===== src/rtl/door_pkg.sv =====
`default_nettype none
// ============================================================================
// Module   : door_pkg
// Brief    : Shared state encoding and counter-width helper for the door bank.
// Revision : 1.0
// ============================================================================
package door_pkg;

    typedef enum logic [2:0] {
        ST_CLOSED    = 3'd0,
        ST_OPENING   = 3'd1,
        ST_OPEN_HOLD = 3'd2,
        ST_CLOSING   = 3'd3,
        ST_LOCKED    = 3'd4
    } door_state_t;

    // Bits needed to hold 0..max_val; never narrower than one bit.
    function automatic int cnt_width(input int max_val);
        return (max_val < 1) ? 1 : $clog2(max_val + 1);
    endfunction

endpackage
`default_nettype wire


===== src/rtl/door_bank_ctrl_if.sv =====
`default_nettype none
// ============================================================================
// Module   : door_bank_ctrl_if
// Brief    : Sensor inputs and motor/status outputs of the door bank controller.
// Revision : 1.0
// ============================================================================
interface door_bank_ctrl_if #(
    parameter int N_LEAF = 2,
    parameter int ATT_W  = 2
);
    logic              pa;
    logic              pp;
    logic              mo;
    logic              lock;
    logic              alarm_clr;
    logic [N_LEAF-1:0] open_lim;
    logic [N_LEAF-1:0] closed_lim;
    logic [N_LEAF-1:0] motor_open;
    logic [N_LEAF-1:0] motor_close;
    logic              bolt;
    logic              alarm;
    logic [2:0]        state;
    logic [ATT_W-1:0]  attempts;

    modport master (
        output pa, pp, mo, lock, alarm_clr, open_lim, closed_lim,
        input  motor_open, motor_close, bolt, alarm, state, attempts
    );

    modport slave (
        input  pa, pp, mo, lock, alarm_clr, open_lim, closed_lim,
        output motor_open, motor_close, bolt, alarm, state, attempts
    );
endinterface
`default_nettype wire


===== src/rtl/door_attempt_counter.sv =====
`default_nettype none
// ============================================================================
// Module   : door_attempt_counter
// Brief    : Counts manual-open edges while locked and raises a sticky alarm.
// Revision : 1.0
// ============================================================================
module door_attempt_counter
    import door_pkg::*;
#(
    parameter  int MAX_ATTEMPTS = 3,
    localparam int ATT_W        = cnt_width(MAX_ATTEMPTS)
) (
    input  wire logic             clk,
    input  wire logic             reset,
    input  wire logic             mo,
    input  wire logic             locked,
    input  wire logic             alarm_clr,
    output logic      [ATT_W-1:0] attempts,
    output logic                  alarm
);
    localparam logic [ATT_W-1:0] c_MAX = ATT_W'(MAX_ATTEMPTS);
    localparam logic [ATT_W-1:0] c_ONE = ATT_W'(1);

    logic             r_mo_q;
    logic [ATT_W-1:0] r_attempts;
    logic             r_alarm;
    logic             w_edge;

    assign w_edge = mo & ~r_mo_q;

    always_ff @(posedge clk) begin
        if (reset) begin
            r_mo_q     <= 1'b0;
            r_attempts <= '0;
            r_alarm    <= 1'b0;
        end else begin
            r_mo_q <= mo;
            // A clear wins over an attempt landing in the same cycle.
            if (alarm_clr) begin
                r_attempts <= '0;
                r_alarm    <= 1'b0;
            end else if (w_edge && locked && (r_attempts != c_MAX)) begin
                r_attempts <= r_attempts + c_ONE;
                if ((r_attempts + c_ONE) == c_MAX) begin
                    r_alarm <= 1'b1;
                end
            end
        end
    end

    assign attempts = r_attempts;
    assign alarm    = r_alarm;

endmodule
`default_nettype wire


===== src/rtl/door_bank_ctrl.sv =====
`default_nettype none
// ============================================================================
// Module   : door_bank_ctrl
// Brief    : Shared FSM, hold timer and per-leaf motor decode for N_LEAF doors.
// Revision : 1.0
// ============================================================================
module door_bank_ctrl
    import door_pkg::*;
#(
    parameter int N_LEAF       = 2,
    parameter int HOLD_CYCLES  = 16,
    parameter int MAX_ATTEMPTS = 3
) (
    input  wire logic    clk,
    input  wire logic    reset,
    door_bank_ctrl_if.slave bus
);
    localparam int                c_TMR_W = cnt_width(HOLD_CYCLES - 1);
    localparam logic [c_TMR_W-1:0] c_HOLD_LOAD = c_TMR_W'(HOLD_CYCLES - 1);
    localparam logic [c_TMR_W-1:0] c_TMR_ONE   = c_TMR_W'(1);

    door_state_t        r_state;
    logic [c_TMR_W-1:0] r_timer;
    logic               w_req;
    logic [N_LEAF-1:0]  w_motor_open;
    logic [N_LEAF-1:0]  w_motor_close;

    assign w_req = bus.pa | bus.pp | bus.mo;

    // Reset lands in CLOSING so any ajar leaf is driven shut on release.
    always_ff @(posedge clk) begin
        if (reset) begin
            r_state <= ST_CLOSING;
            r_timer <= '0;
        end else begin
            case (r_state)
                ST_CLOSED: begin
                    if (bus.lock)   r_state <= ST_LOCKED;
                    else if (w_req) r_state <= ST_OPENING;
                end
                ST_OPENING: begin
                    if (&bus.open_lim) begin
                        r_state <= ST_OPEN_HOLD;
                        r_timer <= c_HOLD_LOAD;
                    end
                end
                ST_OPEN_HOLD: begin
                    if (w_req)               r_timer <= c_HOLD_LOAD;
                    else if (r_timer == '0)  r_state <= ST_CLOSING;
                    else                     r_timer <= r_timer - c_TMR_ONE;
                end
                ST_CLOSING: begin
                    if (w_req)                 r_state <= ST_OPENING;
                    else if (&bus.closed_lim)  r_state <= ST_CLOSED;
                end
                ST_LOCKED: begin
                    if (!bus.lock) r_state <= ST_CLOSED;
                end
                default: r_state <= ST_CLOSING;
            endcase
        end
    end

    // A leaf reporting both limits is treated as faulty and left undriven.
    for (genvar i = 0; i < N_LEAF; i++) begin : g_leaf
        logic w_both;
        assign w_both          = bus.open_lim[i] & bus.closed_lim[i];
        assign w_motor_open[i]  = ~reset & ~w_both & (r_state == ST_OPENING) & ~bus.open_lim[i];
        assign w_motor_close[i] = ~reset & ~w_both & (r_state == ST_CLOSING) & ~bus.closed_lim[i];
    end

    door_attempt_counter #(
        .MAX_ATTEMPTS (MAX_ATTEMPTS)
    ) u_attempts (
        .clk       (clk),
        .reset     (reset),
        .mo        (bus.mo),
        .locked    (r_state == ST_LOCKED),
        .alarm_clr (bus.alarm_clr),
        .attempts  (bus.attempts),
        .alarm     (bus.alarm)
    );

    assign bus.motor_open  = w_motor_open;
    assign bus.motor_close = w_motor_close;
    assign bus.bolt        = ~reset & (r_state == ST_LOCKED);
    assign bus.state       = r_state;

endmodule
`default_nettype wire


===== src/flat_wrapper.sv =====
// flat-port wrapper written by rule: the top's interface ports become plain ports
module door_bank_ctrl_flat import door_pkg::*;
#(
    parameter int N_LEAF       = 2,
    parameter int HOLD_CYCLES  = 16,
    parameter int MAX_ATTEMPTS = 3
)
  (clk, reset, bus_pa, bus_pp, bus_mo, bus_lock, bus_alarm_clr, bus_open_lim, bus_closed_lim, bus_motor_open, bus_motor_close, bus_bolt, bus_alarm, bus_state, bus_attempts);
  door_bank_ctrl_if #(.N_LEAF(N_LEAF), .ATT_W((cnt_width(3)))) bus_i ();
  input  wire logic clk;
  input  wire logic reset;
  input wire logic [$bits(bus_i.pa)-1:0] bus_pa;
  input wire logic [$bits(bus_i.pp)-1:0] bus_pp;
  input wire logic [$bits(bus_i.mo)-1:0] bus_mo;
  input wire logic [$bits(bus_i.lock)-1:0] bus_lock;
  input wire logic [$bits(bus_i.alarm_clr)-1:0] bus_alarm_clr;
  input wire logic [$bits(bus_i.open_lim)-1:0] bus_open_lim;
  input wire logic [$bits(bus_i.closed_lim)-1:0] bus_closed_lim;
  output wire logic [$bits(bus_i.motor_open)-1:0] bus_motor_open;
  output wire logic [$bits(bus_i.motor_close)-1:0] bus_motor_close;
  output wire logic [$bits(bus_i.bolt)-1:0] bus_bolt;
  output wire logic [$bits(bus_i.alarm)-1:0] bus_alarm;
  output wire logic [$bits(bus_i.state)-1:0] bus_state;
  output wire logic [$bits(bus_i.attempts)-1:0] bus_attempts;
  assign bus_i.pa = bus_pa;
  assign bus_i.pp = bus_pp;
  assign bus_i.mo = bus_mo;
  assign bus_i.lock = bus_lock;
  assign bus_i.alarm_clr = bus_alarm_clr;
  assign bus_i.open_lim = bus_open_lim;
  assign bus_i.closed_lim = bus_closed_lim;
  assign bus_motor_open = bus_i.motor_open;
  assign bus_motor_close = bus_i.motor_close;
  assign bus_bolt = bus_i.bolt;
  assign bus_alarm = bus_i.alarm;
  assign bus_state = bus_i.state;
  assign bus_attempts = bus_i.attempts;
  door_bank_ctrl #(.N_LEAF(N_LEAF), .HOLD_CYCLES(HOLD_CYCLES), .MAX_ATTEMPTS(MAX_ATTEMPTS)) u_core (.clk(clk), .reset(reset), .bus(bus_i));
endmodule

===== config.mk =====
export PLATFORM = sky130hd
export DESIGN_NAME = door_bank_ctrl_flat
export DESIGN_NICKNAME = d
export VERILOG_FILES = /design/src/rtl/door_pkg.sv /design/src/rtl/door_bank_ctrl_if.sv /design/src/rtl/door_attempt_counter.sv /design/src/rtl/door_bank_ctrl.sv /design/src/flat_wrapper.sv
export SDC_FILE = /design/constraint.sdc
export NUM_CORES = 1
export LEC_CHECK = 0
export CORE_MARGIN = 3
export CORE_UTILIZATION = 35
export CTS_BUF_LIST = sky130_fd_sc_hd__clkbuf_16
export CTS_CLUSTER_DIAMETER = 40
export DETAILED_ROUTE_END_ITERATION = 16
export PLACE_DENSITY_LB_ADDON = 0.05
export SYNTH_ARGS = -nofsm -noshare
export SYNTH_HDL_FRONTEND = slang
export SYNTH_HIERARCHICAL = 1
export SYNTH_SLANG_ARGS = --single-unit

===== constraint.sdc =====
create_clock -name clk -period 5 [get_ports clk]
set_input_delay 0.75 -clock clk [delete_from_list [all_inputs] [get_ports clk]]
set_output_delay 0.75 -clock clk [all_outputs]
set_load 0.02 [all_outputs]

==> flow_summary.ini <==
[timing]
finalClockSkew_ps = 0.765
finalSetupViolCount = 0
tns_ps = 0
final_hold_viol_count = 0
setup_ws_ps = 1710
rsz0062_at_grt = false
maxSlewHeadroom_pct = 48.6
fin_crit_ps = 3290
worst-slew-pin-transition_ps = 765
fmax_ghz = 0.304
post-route-period-util_pct = 65.8
finalMaxSlewViolations = 0

[worst_setup_path]
rr_startpoint = u_core/r_timer[0]
worstPathArrival_ps = 2540
endpoint_kind = output pin
required_ps = 4250
startpoint = reset
critical_path_class = input port to output pin
worstPathMaxFanout = 19
crit_path_start_kind = input port

[logic_synthesis]
synth-edff-count = 0
synth_area_leaders = dfxtp_1 29%, nor3_1 6.6%, nor2_1 5.5%, ha_1 5.0%, mux2_4 4.0%
synth_common_cells = 11 x dfxtp_1, 11 x nor2_1, 10 x nor3_1
netlist-cell-type-count = 36
ys_ff_latch = 11
ys_async_sr_fraction_pct = 0
synth_area_sq_um = 757
netlist_instances = 89
avgSynthCellArea_sq_um = 8.51
synth.top_cell.area_share_pct = 29.1
yosysTopAreaCell = dfxtp_1
synth_warnings = 6
syn-num-nets = 103
synth_ff_type = dfxtp_1
synth_seq_area_share_pct = 29.1

[clocking]
cts_root_buf = clkbuf_16
cts_num_sinks = 11
path_clk_slew_ps = 40
cts-buffers-inserted = 3
htree_levels = 1
cts_setup_buffers = 0
post_cts_resized = 0
clk_path_buf_depth = 2
clkLatencyLatePin_ps = 240
cts_tree = done
postCtsHoldBufs = 0

[placement]
gp_congestion = 0.737
hpwlAfterDp_um = 1260
place_ws_ps = 1700
port_buffers = 21

[grt]
grt_pass1_wl_um = 2930
grt-ovfl-total = 0
grt_pass1_vias = 691
grt_max_degree = 21
antenna_found_initial = 0
grt_usage_pct = 14.5

[drt]
drt_iter0_drc = 17
vias = 723
ant_nets = 0
drcViolationCount = 0
routed_wirelength_um = 1670
viasPerCell = 5.24
wire_per_inst_um = 12.1
firstDrtPassIters = 4

[run]
max_cap_violations = 0

[die]
start_util_pct = 37.8
rows = 16
die_w_um = 52.5
dieArea_sq_mm = 0.00276
io_pins = 22
coreArea_sq_mm = 0.00200
die_y_um = 52.5

[worst_hold_path]
hold_path_class = flip-flop to flip-flop
hold_start = u_core/u_attempts/alarm

[cells_and_area]
final_util_pct = 53.0
drive_gt1_share_pct = 10.8
diodes = 0
area_delta_synth_final_pct = 40.2
fin_nets = 126

[power]
p_per_area_mw_per_mm2 = 339
peakVddDrop_mv = 0.241
leakage_nw = 0.378

[run_status]
outcome = complete, no violations
final cells by class:
type | instances | area (sq um)
Clock buffer | 3 | 75.1
Tap cell | 27 | 33.8
Multi-Input combinational cell | 69 | 492
Fill cell | 199 | 941
Clock inverter | 1 | 3.75
Inverter | 5 | 18.8
Sequential cell | 11 | 220
Timing Repair Buffer | 22 | 218
sequential cells by signal, indices dropped and copies added, names as in the netlist:
register	cells
u_core/r_timer	4
u_core/bus.state	3
u_core/u_attempts/attempts	2
u_core/u_attempts/alarm	1
u_core/u_attempts/r_mo_q	1
worst max-delay path, stage by stage:
cell	delay (ps)
clkdlybuf4s50_1	390
buf_4	200
or3b_2	490
nor2_1	100
clkdlybuf4s50_1	610
per-stage QoR:
step	hold WS, ps	total power, mW	instances	cell area [sq um]
6_report	480	0.360	138	1060
5_1_grt	521	0.382	138	1060
4_1_cts	488	0.367	138	1060
3_5_place_dp	476	0.217	134	982
3_3_place_gp	472	0.216	134	982
2_1_floorplan	458	0.187	89	757
path summary, 6_finish.rpt:
| path | to | slack, ps | cells after the start |
|---|---|---|---|
| worst max register to register | u_core/r_timer[3] | 3220 | 6 |
| worst max-delay path | bus_motor_close[1] | 1710 | 5 |
| worst min-delay path | u_core/u_attempts/alarm | 480 | 1 |
| worst min register to register | u_core/u_attempts/alarm | 480 | 1 |
cells by family (layout without fill, tap and decap cells):
logic type      after synthesis  after routing  synth area share (%)
simple gates                 47             47                  35.7
compound gates               16             16                  18.2
flops                        11             11                  29.1
buf+inv                       9             31                  5.95
fa+ha+maj                     3              3                  4.96
mux                           2              2                  3.97
xor+xnor                      1              1                  2.15
report_power, final:
part	total [mW]	leakage, nW	internal (mW)	switching (mW)
sequential	0.119	0.0902	0.0984	0.0208
clock	0.144	0.0423	0.105	0.0394
combinational	0.0963	0.245	0.0486	0.0477
routing by layer:
metal	share of wire, %	global-route usage [%]	wire, um
met5	0	0	0
met4	2.3	9.36	38
met3	4.9	4.84	81
met2	47	21.5	785
met1	46	17.6	762
placed cells by master, fill, tap and decap left out, types with 2 or more instances in the layout:
master            n
a21oi_1           3
a311oi_1          2
and3_1            3
clkbuf_16         3
clkdlybuf4s50_1  21
dfxtp_1          11
ha_1              3
inv_1             6
mux2_4            2
nand2_1           5
nand2b_1          2
nor2_1           11
nor2b_1           2
nor3_1           10
nor3b_1           3
nor4_1            2
nor4b_1           3
No activity file was read; power rests on OpenSTA's default activity.
